### src/rtl/i2c_scl_phase_gen.sv
`default_nettype none
// ============================================================================
// Module   : i2c_scl_phase_gen
// Purpose  : Four-phase I2C SCL generator. Each SCL period is 4*div clk
//            cycles split into quarters. The divider is selectable between
//            standard and fast mode at period boundaries. A slave holding SCL
//            low in the high quarter stretches the period, up to a timeout.
// Revision : 1.0 - initial release
// ============================================================================
module i2c_scl_phase_gen #(
  parameter int STD_DIV     = 1000,
  parameter int FAST_DIV    = 250,
  parameter int CBITS       = 12,
  parameter int TIMEOUT_CYC = 40000,
  parameter int TBITS       = 16
) (
  input  logic       clk,
  input  logic       rst_n,
  input  logic       ena_i,
  input  logic       fast_mode_i,
  input  logic       scl_in_i,
  output logic       scl_clk_o,
  output logic       data_clk_o,
  output logic [1:0] phase_o,
  output logic       switch_range_o,
  output logic       stretching_o,
  output logic       bit_tick_o,
  output logic       stretch_timeout_o
);

  localparam logic [CBITS-1:0] STD_DIV_C   = CBITS'(STD_DIV);
  localparam logic [CBITS-1:0] FAST_DIV_C  = CBITS'(FAST_DIV);
  localparam logic [TBITS-1:0] TIMEOUT_C   = TBITS'(TIMEOUT_CYC);

  // Counter state
  logic [CBITS-1:0] cnt_q, cnt_d;
  logic [CBITS-1:0] div_q, div_d;
  logic [TBITS-1:0] tcnt_q, tcnt_d;
  logic             run_q, run_d;
  logic             timeout_q, timeout_d;

  // Registered outputs
  logic             scl_q, scl_d;
  logic             data_q, data_d;
  logic [1:0]       phase_q, phase_d;
  logic             sr_q, sr_d;
  logic             str_q, str_d;
  logic             tick_q, tick_d;

  // Helper values derived from the current count
  logic [CBITS-1:0] div_sel;
  logic [CBITS-1:0] last_cnt;
  logic [CBITS-1:0] half_cnt;
  logic [CBITS-1:0] cnt_inc;
  logic [TBITS-1:0] tcnt_inc;
  logic             hold;

  // Quarter index of count c for quarter length d, via compares (no divider)
  function automatic logic [1:0] quarter(input logic [CBITS-1:0] c,
                                         input logic [CBITS-1:0] d);
    logic [CBITS-1:0] d2;
    logic [CBITS-1:0] d3;
    d2 = d << 1;
    d3 = d2 + d;
    if (c < d)       quarter = 2'd0;
    else if (c < d2) quarter = 2'd1;
    else if (c < d3) quarter = 2'd2;
    else             quarter = 2'd3;
  endfunction

  // Next-state: counter advance, stretch hold, timeout, divider reload
  always_comb begin
    div_sel   = fast_mode_i ? FAST_DIV_C : STD_DIV_C;
    last_cnt  = (div_q << 2) - 1'b1;
    half_cnt  = div_q << 1;
    cnt_inc   = cnt_q + 1'b1;
    tcnt_inc  = tcnt_q + 1'b1;
    hold      = (quarter(cnt_q, div_q) == 2'd2) && !scl_in_i && !timeout_q;

    cnt_d     = cnt_q;
    div_d     = div_q;
    tcnt_d    = tcnt_q;
    run_d     = run_q;
    timeout_d = timeout_q;
    tick_d    = 1'b0;
    str_d     = 1'b0;

    if (!ena_i) begin
      cnt_d     = '0;
      tcnt_d    = '0;
      timeout_d = 1'b0;
      run_d     = 1'b0;
      div_d     = div_sel;
    end else if (!run_q) begin
      // First enabled cycle shows cnt=0 so the first period is a full one
      run_d = 1'b1;
      cnt_d = '0;
    end else if (hold) begin
      str_d  = 1'b1;
      tcnt_d = tcnt_inc;
      if (tcnt_inc == TIMEOUT_C) begin
        timeout_d = 1'b1;
      end
    end else if (cnt_q == last_cnt) begin
      cnt_d  = '0;
      tick_d = 1'b1;
      div_d  = div_sel;
    end else begin
      cnt_d = cnt_inc;
      if (cnt_inc == half_cnt) begin
        tcnt_d = '0;
      end
    end

    // Outputs decode the count being loaded; div_d only differs from div_q
    // when cnt_d is 0, which is quarter 0 for any divider.
    if (ena_i) begin
      phase_d = quarter(cnt_d, div_d);
      scl_d   = phase_d[1];
      data_d  = (phase_d == 2'd1) || (phase_d == 2'd2);
      sr_d    = (phase_d == 2'd2);
    end else begin
      phase_d = 2'd0;
      scl_d   = 1'b1;
      data_d  = 1'b0;
      sr_d    = 1'b0;
    end
  end

  // State and output registers
  always_ff @(posedge clk or negedge rst_n) begin
    if (!rst_n) begin
      cnt_q     <= '0;
      div_q     <= STD_DIV_C;
      tcnt_q    <= '0;
      run_q     <= 1'b0;
      timeout_q <= 1'b0;
      scl_q     <= 1'b1;
      data_q    <= 1'b0;
      phase_q   <= 2'd0;
      sr_q      <= 1'b0;
      str_q     <= 1'b0;
      tick_q    <= 1'b0;
    end else begin
      cnt_q     <= cnt_d;
      div_q     <= div_d;
      tcnt_q    <= tcnt_d;
      run_q     <= run_d;
      timeout_q <= timeout_d;
      scl_q     <= scl_d;
      data_q    <= data_d;
      phase_q   <= phase_d;
      sr_q      <= sr_d;
      str_q     <= str_d;
      tick_q    <= tick_d;
    end
  end

  assign scl_clk_o         = scl_q;
  assign data_clk_o        = data_q;
  assign phase_o           = phase_q;
  assign switch_range_o    = sr_q;
  assign stretching_o      = str_q;
  assign bit_tick_o        = tick_q;
  assign stretch_timeout_o = timeout_q;

endmodule
`default_nettype wire
### config.mk
export PLATFORM = sky130hd
export DESIGN_NAME = i2c_scl_phase_gen
export DESIGN_NICKNAME = d
export VERILOG_FILES = /design/src/rtl/i2c_scl_phase_gen.sv
export SDC_FILE = /design/constraint.sdc
export NUM_CORES = 1
export LEC_CHECK = 0
export ABC_AREA = 0
export CAP_MARGIN = 20
export CORE_MARGIN = 3
export CORE_UTILIZATION = 50
export DETAILED_ROUTE_END_ITERATION = 8
export PLACE_DENSITY = 0.66
export SETUP_SLACK_MARGIN = 0.02
export SLEW_MARGIN = 20
export SYNTH_ARGS = -nofsm -noshare
export SYNTH_HDL_FRONTEND = slang
export SYNTH_SLANG_ARGS = --single-unit
### constraint.sdc
create_clock -name clk -period 21.3 [get_ports clk]
set_clock_uncertainty 0.2 [all_clocks]
set_input_delay 2.13 -clock clk [delete_from_list [all_inputs] [get_ports clk]]
set_output_delay 2.13 -clock clk [all_outputs]
set_load 0.01 [all_outputs]
# Word-level counts from Yosys, hierarchy flattened
# Cells that the tools add are included.
# classes
add_sub_neg	5
magnitude_cmp	6
n_eq_ne	11
muxes	37
n_reduce_logical	7
# op_table
operator	n
$mux W12	8
$mux W16	5
$lt A12 B12 Y1	6
$add A12 B12 Y12	2
$eq A12 B12 Y1	2
$mux W1	17
$add A16 B1 Y16 const B	1
$eq A16 B16 Y1 const B	1
$add A12 B1 Y12 const B	1
$mux W2	6
$sub A12 B1 Y12 const B	1
$mux W10	1
$ne A2 B1 Y1 const B	3
$reduce_and A3 Y1	2
$eq A2 B2 Y1 const B	2
$ne A3 B1 Y1 const B	1
$ne A3 B3 Y1 const B	1
$eq A2 B1 Y1 const B	1
$logic_and A1 B1 Y1	2
$logic_not A1 Y1	2
$logic_or A1 B1 Y1	1
# word_totals
ff_bits	49
input_bits	5
output_inout_bits	8
elab_cells	77

# Longest topological paths before layout
# Gate-level depths: netlist of run 1.
# logic_depth
depth_word	20
depth_mapped	39

# Worst setup path before layout of run 1
# OpenSTA, ideal clock, no wires.
# synth_path
kind	reg2reg
from	reg div_q[2]
to	reg sr_q (netlist: switch_range_o)
setup_time_ns	0.119
arrival_ns	7.380
required_time_ns	20.981
path_slack_ns	13.601
stages_incl_launch_ff	38
synth_period_minus_slack_ns	7.699
path_cell_list	dfrtp_1 > clkbuf_1 > inv_1 > ha_1 > a21o_1 > a21oi_1 > o21bai_1 > a21oi_1 > o21bai_1 > a21oi_1 > o21bai_1 > a21oi_1 > xnor2_1 > ha_1 > or3_1 > a221oi_1 > o211ai_1 > nor4_1 > (+2 left out) > clkbuf_1 > nand2_1 > ha_1 > o21a_1 > nor2_1 > a21oi_1 > o21ai_0 > a21oi_1 > a211o_1 > a211oi_1 > a21oi_1 > ha_1 > nand4_1 > a211oi_1 > o41ai_1 > a31o_1 > ha_1 > and2_1
# synth_between
elab_chain_cells	19
word_cells_on_any_way	30
classes_between	add/sub: 3; order compare: 6; eq/ne: 3; mux: 16; reduce/logical: 2
# synth_rtl
item	line_no	source
start: declaration	37	logic [CBITS-1:0] div_q, div_d;
start signal: assignment	146	div_q <= div_d;
$add A12 B12 Y12	64	d3 = d2 + d;
$lt A12 B12 Y1	67	else if (c < d3) quarter = 2'd2;
$mux W1	67	
$mux W2	66	else if (c < d2) quarter = 2'd1;
$mux W2	65	if (c < d) quarter = 2'd0;
$eq A2 B2 Y1	78	hold = (quarter(cnt_q, div_q) == 2'd2) && !scl_in_i && !timeout_q;
$logic_and A1 B1 Y1 (2 in a row)	78	
$mux W12 (*)	98	end else if (hold) begin
(+2 left out)	--	
net div_d[3]	37	
(+1 left out)	--	
$lt A12 B12 Y1	67	
$mux W1	67	
$mux W2	66	
$mux W2 (*)	65	
$mux W2 (*)	117	if (ena_i) begin
$eq A2 B2 Y1 (*)	121	sr_d = (phase_d == 2'd2);
$mux W1 (*)	117	
net sr_d	46	logic sr_q, sr_d;
end signal: assignment	153	sr_q <= sr_d;
end: declaration	46	
# The timed path passes the listed nets; every way through them passes the cells marked *. The select of a mux whose other input is x is not followed.
# A chain may end at the register's enable or synchronous reset.

# Worst setup path in the final report of run 1
# layout_path
from	reg div_q[2]
to	reg data_q (netlist: data_clk_o)
# layout_between
elab_chain_cells	20
word_cells_on_any_way	32
classes_between	add/sub: 3; order compare: 6; eq/ne: 4; mux: 16; reduce/logical: 3
# layout_rtl
item	line_no	source
$add A12 B12 Y12	64	
$lt A12 B12 Y1	67	
$mux W1	67	
$mux W2	66	
$mux W2	65	
$eq A2 B2 Y1	78	
$logic_and A1 B1 Y1 (2 in a row)	78	
$mux W12 (*)	98	
(+2 left out)	--	
net div_d[5]	37	
(+2 left out)	--	
$mux W1	67	
$mux W2	66	
$mux W2 (*)	65	
$mux W2 (*)	117	
$eq A2 B1 Y1 or $eq A2 B2 Y1 (tied branches)	120	data_d = (phase_d == 2'd1) || (phase_d == 2'd2);
$logic_or A1 B1 Y1 (*)	120	
$mux W1 (*)	117	
net data_d	44	logic data_q, data_d;
end signal: assignment	151	data_q <= data_d;
end: declaration	44	
# Marked as above.

==> impl_metrics.csv, run 1 <==
group,metric,value,unit
timing,fin_crit_sh,39.6,%
worst_hold_path,hp-class,"flop to flop",
clock_network,cts_inserted_buffers,5,
worst_setup_path,rrSetupSlack,12.87,ns
die,start_util,52.6,%
drt,viasPerCell,6.38,
drt,drtAntennaViolNets,0,
power_and_ir_drop,ir_worst_vdd,0.0239,mV
worst_setup_path,worst_path_max_delay_cell,"dfrtp_1",
clock_network,ctsRootBufferMaster,"clkbuf_8",
clock_network,cts_resized,0,
flow_run,maxCapViolCount,0,
placed_design,dp_hpwl,12400,um
worst_hold_path,min_to,"tcnt_q[0]$_DFFE_PN0P_",
timing,setup_tns,0,ns
grt,overflow,0,
worst_hold_path,hold-path-cell-count,1,
finish,mostFrequentLayoutCells,"ha_1 (94), a21oi_1 (53), nand2_1 (52)",
placed_design,port_buffers,12,
timing,hold_violations,0,
worst_setup_path,path_max_fanout,29,
logic_synthesis,post-synth-top-area-cell,"ha_1",
logic_synthesis,synth_top_cells_by_area,"ha_1 (21%), dfrtp_1 (19%), a21oi_1 (4.8%), xnor2_1 (4.7%), o21ai_0 (4.3%)",
die,core,10600,um^2
logic_synthesis,synth_ff_type,"dfrtp_1",
worst_setup_path,reg2reg_from,"div_q[2]$_DFF_PN0_",
worst_setup_path,crit_path_start_kind,"flop",
clock_network,clock_latency,0.32,ns
timing,tightest_slew,0.938,ns
logic_synthesis,syn_nets,780,
die,die_area,12500,um^2
finish,n_fill_cell,985,
grt,grt_pass1_vias,4909,
worst_setup_path,cp_data_required_time,21.34,ns
drt,routed-via-count,5172,
worst_hold_path,hp-start,"tcnt_q[0]$_DFFE_PN0P_",
logic_synthesis,ys.warnings.count,0,
timing,whs,0.335,ns
worst_setup_path,arrival,8.47,ns
worst_setup_path,cpPeakStageDelay,0.63,ns
logic_synthesis,syn_area_per_cell,8.20,um^2
clock_network,clock_sinks,49,
timing,setup_viol,0,
finish,drive_above_1_share,4.89,%
clock_network,clock_path_buffers,2,
finish,seq_area,1230,um^2
power_and_ir_drop,power.total,0.197,mW
timing,final_max_slew_viol_count,0,
grt,grt_max_degree,38,
worst_setup_path,critical_path_class,"flop to flop",
clock_network,postCtsHoldBufs,0,
power_and_ir_drop,p_per_area,33.6,nW/um^2
finish,num_antenna_cells,0,
logic_synthesis,syn-cell-area,5580,um^2
logic_synthesis,yosys_register_bits,49,
worst_setup_path,critPathMostFrequentCell,"a21oi_1",
clock_network,clkTransAtPathRegs,0.10,ns
logic_synthesis,synth_edf_count,0,
placed_design,place_congestion,0.965,
clock_network,htreeDepth,2,
die,ioPinCount,13,
grt,globalRouteTotalUtil,25.5,%
drt,wl,15800,um
timing,fmax,0.119,GHz
logic_synthesis,yosysUniqueCellTypes,70,
logic_synthesis,netlist_instances,680,
drt,routedWlPerCell,19.5,um
drt,drt_first_iter_violations,429,
logic_synthesis,synthDominantCellAreaShare,21.1,%
grt,antenna_found_initial,0,
timing,relSlewSlack,37.3,%
worst_setup_path,ff2ff_path_depth,39,
power_and_ir_drop,p_leak,2.69,nW
die,die_w,112,um
timing,grt_setup_unrepaired,"no",
timing,fin_crit,8.43,ns
worst_setup_path,end_kind,"flop",
die,die_h,112,um
run_status,outcome,"finished clean",
finish,syn2layout_area_growth,5.16,%
worst_setup_path,rr_endpoint,"data_clk_o$_DFF_PN0_",
finish,final_nets,775,
clock_network,cts_setup_buffers,0,
finish,final_common_cell,"ha_1",
drt,drt_pass1_iterations,5,
finish,multi_input_area,4070,um^2
grt,grt_pass1_wl,26000,um
die,rows,37,
clock_network,tritoncts,"yes",
logic_synthesis,async_flop_share,100,%
drt,drc,0,
logic_synthesis,ys_seq_area_share,22.1,%
-- cell usage after synthesis, types with 5 or more instances --
| master | count |
|---|---|
| xor2_1 | 19 |
| o21bai_1 | 7 |
| o31ai_1 | 8 |
| xnor2_1 | 30 |
| and2_1 | 6 |
| or3_1 | 8 |
| nand2b_1 | 9 |
| nor2_1 | 41 |
| a211oi_1 | 5 |
| dfstp_2 | 7 |
| o21ai_0 | 48 |
| nand2_1 | 52 |
| ha_1 | 94 |
| a21oi_1 | 53 |
| nor2b_1 | 6 |
| nor4_1 | 5 |
| dfrtp_1 | 42 |
| nand3_1 | 23 |
| inv_1 | 41 |
| o211ai_1 | 6 |
| o21a_1 | 6 |
| and3_1 | 9 |
| nor3_1 | 18 |
| nand4_1 | 12 |
| a31oi_1 | 9 |
| a21o_1 | 15 |
| clkbuf_1 | 22 |
-- state kept, by name, indices dropped and copies added, names as in the netlist, 2 cells and up --
name,count
cnt_q,12
div_q,12
phase_o,2
tcnt_q,16
-- power breakdown --
part / internal (mW) / total, mW / switching, mW
Combinational: 0.0157 / 0.0403 / 0.0246
Sequential: 0.0944 / 0.0971 / 0.00265
Clock: 0.0258 / 0.0600 / 0.0342
Total: 0.136 / 0.197 / 0.0614
-- kinds of logic after synthesis --
| family | synth area share [%] |
|---|---|
| muxes | 0.179 |
| adders and majority gates | 21.4 |
| xor gates and xnor gates | 8.10 |
| DFF | 22.1 |
| buffers and inverters | 4.98 |
| AOI/OAI and AO/OA | 23.8 |
| and+or+nand+nor | 19.3 |
-- routing by layer --
metal | track usage (%) | share of wire [%] | vias up
met1 | 36.9 | 46 | 2489
li1 | - | - | 2488
met4 | 7.30 | 2.2 | 0
met3 | 1.90 | 5.1 | 23
met5 | 0 | 0 | -
met2 | 40.8 | 47 | 172
-- layout make-up --
class	instances	area share, %
Inverter	43	2.75
Multi-Input combinational cell	561	69.4
Clock buffer	6	1.41
Timing Repair Buffer	15	2.35
Sequential cell	49	21.1
Tap cell	136	2.90
Clock inverter	1	0.128
-- worst max-delay path, delay by kind of cell (launching register included) --
kind,cells,cell delay (ns)
flip-flops,1,0.63
XOR/XNOR,1,0.10
AO/OA/AOI/OAI,18,3.11
adder cells (fa/ha/maj),5,1.50
AND/OR/NAND/NOR,11,1.89
buffers and inverters,4,0.91
-- worst max-delay path by stage --
stage	startpoint	endpoint	slack, ns	cells past startpoint
after floorplan	div_q[2]$_DFF_PN0_	switch_range_o$_DFF_PN0_	13.60	37
after global placement	div_q[2]$_DFF_PN0_	switch_range_o$_DFF_PN0_	13.31	36
after detailed placement	div_q[2]$_DFF_PN0_	data_clk_o$_DFF_PN0_	12.99	39
after CTS	div_q[2]$_DFF_PN0_	data_clk_o$_DFF_PN0_	12.95	39
after global routing	div_q[2]$_DFF_PN0_	data_clk_o$_DFF_PN0_	12.14	37
final	div_q[2]$_DFF_PN0_	data_clk_o$_DFF_PN0_	12.87	39
-- per-stage QoR --
step                      utilization [%]  std cells  setup slack [ns]  area, um^2
after floorplan                         -        680             13.60        5580
after global placement               54.5        804             13.31        5780
after detailed placement             54.5        804             12.99        5780
after CTS                            55.3        811             12.95        5870
after global routing                 55.3        811             12.14        5870
final                                55.3        811             12.87        5870
Note: power is estimated with default switching activity, not from simulation.
==> run 2: changes to the inputs <==
Clock period 21.3 ns to 8.6 ns, I/O delays scaled along.
==> run 2 against run 1 <==
Net effect:
- final area up 2.2%
- die area unchanged
- combinational power rose to 2.6 times the previous value
- sequential cell count unchanged
- largest cell class unchanged
==> impl_metrics.csv, run 2 (synthesis gave the netlist of run 1 again) <==
group,metric,value,unit
timing,setup_viol,0,
clock_network,clock_latency,0.32,ns
die,start_util,52.6,%
drt,wl,16000,um
clock_network,cts_inserted_buffers,5,
timing,fin_crit,7.94,ns
drt,drtAntennaViolNets,0,
clock_network,postCtsHoldBufs,0,
clock_network,ctsRootBufferMaster,"clkbuf_8",
drt,viasPerCell,6.32,
power_and_ir_drop,p_per_area,91.4,nW/um^2
worst_hold_path,hp-class,"flop to flop",
worst_setup_path,crit_path_start_kind,"flop",
placed_design,place_congestion,0.977,
clock_network,clock_path_buffers,2,
finish,reg.largest.list,"tcnt_q: 16 flops, cnt_q: 12 flops, div_q: 12 flops",
timing,tightest_slew,0.785,ns
timing,fin_ws,0.659,ns
grt,globalRouteTotalUtil,26.1,%
power_and_ir_drop,ir_worst_vdd,0.0620,mV
timing,final_max_slew_viol_count,0,
finish,final_common_cell,"ha_1",
grt,grt_pass1_vias,5185,
finish,n_fill_cell,996,
flow_run,maxCapViolCount,0,
run_status,outcome,"finished clean",
placed_design,dp_hpwl,12500,um
timing,grt_setup_unrepaired,"no",
drt,drt_pass1_iterations,5,
clock_network,tritoncts,"yes",
grt,grt_pass1_wl,26500,um
worst_setup_path,cp.buffers_inverters,2,
die,core,10600,um^2
die,rows,37,
drt,drc,0,
clock_network,clock_sinks,49,
drt,routed-via-count,5185,
clock_network,clkTransAtPathRegs,0.10,ns
finish,syn2layout_area_growth,7.49,%
finish,mostFrequentLayoutCells,"ha_1 (94), a21oi_1 (53), nand2_1 (52)",
finish,final_nets,784,
finish,drive_above_1_share,6.57,%
die,die_area,12500,um^2
grt,antenna_found_initial,0,
timing,relSlewSlack,47.2,%
die,ioPinCount,13,
finish,num_antenna_cells,0,
worst_setup_path,end_kind,"flop",
placed_design,preCtsSetupSlack,0.618,ns
worst_setup_path,worst_path_max_delay_cell,"dfrtp_2",
worst_setup_path,cp_top_family,"compound AO/OA/AOI/OAI gates",
timing,setup_tns,0,ns
drt,drt_first_iter_violations,394,
finish,largest_reg_flops,16,
worst_setup_path,cp_data_required_time,8.65,ns
worst_setup_path,arrival,7.99,ns
drt,routedWlPerCell,19.5,um
placed_design,port_buffers,12,
grt,grt_max_degree,50,
timing,fmax,0.126,GHz
die,die_h,112,um
clock_network,cts_setup_buffers,0,
placed_design,placed_cell_area,5840,um^2
die,die_w,112,um
timing,fin_crit_sh,92.3,%
clock_network,htreeDepth,2,
worst_setup_path,critical_path_class,"flop to flop",
worst_setup_path,critPathMostFrequentCell,"a21oi_1",
finish,regMostFlops,"tcnt_q",
finish,final_area,6000,um^2
power_and_ir_drop,p_leak,2.76,nW
grt,overflow,0,
timing,hold_violations,0,
worst_setup_path,path_max_fanout,13,
worst_setup_path,cpPeakStageDelay,0.51,ns
run 2: worst paths after layout:
path | slack (ns) | end | cells after the start | start
worst min register to register | 0.33 | tcnt_q[0]$_DFFE_PN0P_ | 1 | tcnt_q[0]$_DFFE_PN0P_
max in group asynchronous | 7.29 | div_q[1]$_DFF_PN0_ | 2 | rst_n
worst max-delay path | 0.66 | data_clk_o$_DFF_PN0_ | 37 | div_q[1]$_DFF_PN0_
min in group asynchronous | 0.44 | phase_o[0]$_DFF_PN0_ | 2 | rst_n
worst min-delay path | 0.33 | tcnt_q[0]$_DFFE_PN0P_ | 1 | tcnt_q[0]$_DFFE_PN0P_
worst max register to register | 0.66 | data_clk_o$_DFF_PN0_ | 37 | div_q[1]$_DFF_PN0_
run 2: area by class of cell:
cell class / count / area [um^2] / area share, %
clock inverters: 3 / 68.8 / 1.15
flip-flops and latches: 49 / 1240 / 20.6
clock buffers: 5 / 68.8 / 1.15
inverters: 43 / 161 / 2.69
repair buffers: 24 / 205 / 3.42
multi-input cells: 561 / 4090 / 68.1
well taps: 136 / 170 / 2.84
run 2: where the power goes:
part	switching (mW)	total (mW)	internal (mW)
clock network	0.0874	0.205	0.117
registers	0.00628	0.240	0.234
logic	0.0634	0.103	0.0400
total	0.157	0.548	0.391
run 2: per-layer routing:
layer	GRT usage [%]	up-vias	wire length, um
li1	-	2505	-
met1	35.0	2454	7190
met2	41.2	181	7150
met3	4.95	45	1050
met4	10.9	0	588
met5	0	-	0
run 2: timing repair:
item,4_1_cts,5_1_grt
endpoints found under the hold margin,0,0
endpoints found under the setup margin,0,2
resized for setup,0,2
run 2: metrics by stage:
stage	power, mW	util, %	hold WS [ns]	cells
floorplan	0.314	-	0.290	680
global placement	0.343	55.1	0.310	813
detailed placement	0.346	55.1	0.314	813
CTS	0.550	56.4	0.339	821
global route	0.577	56.6	0.361	821
finish	0.548	56.6	0.331	821
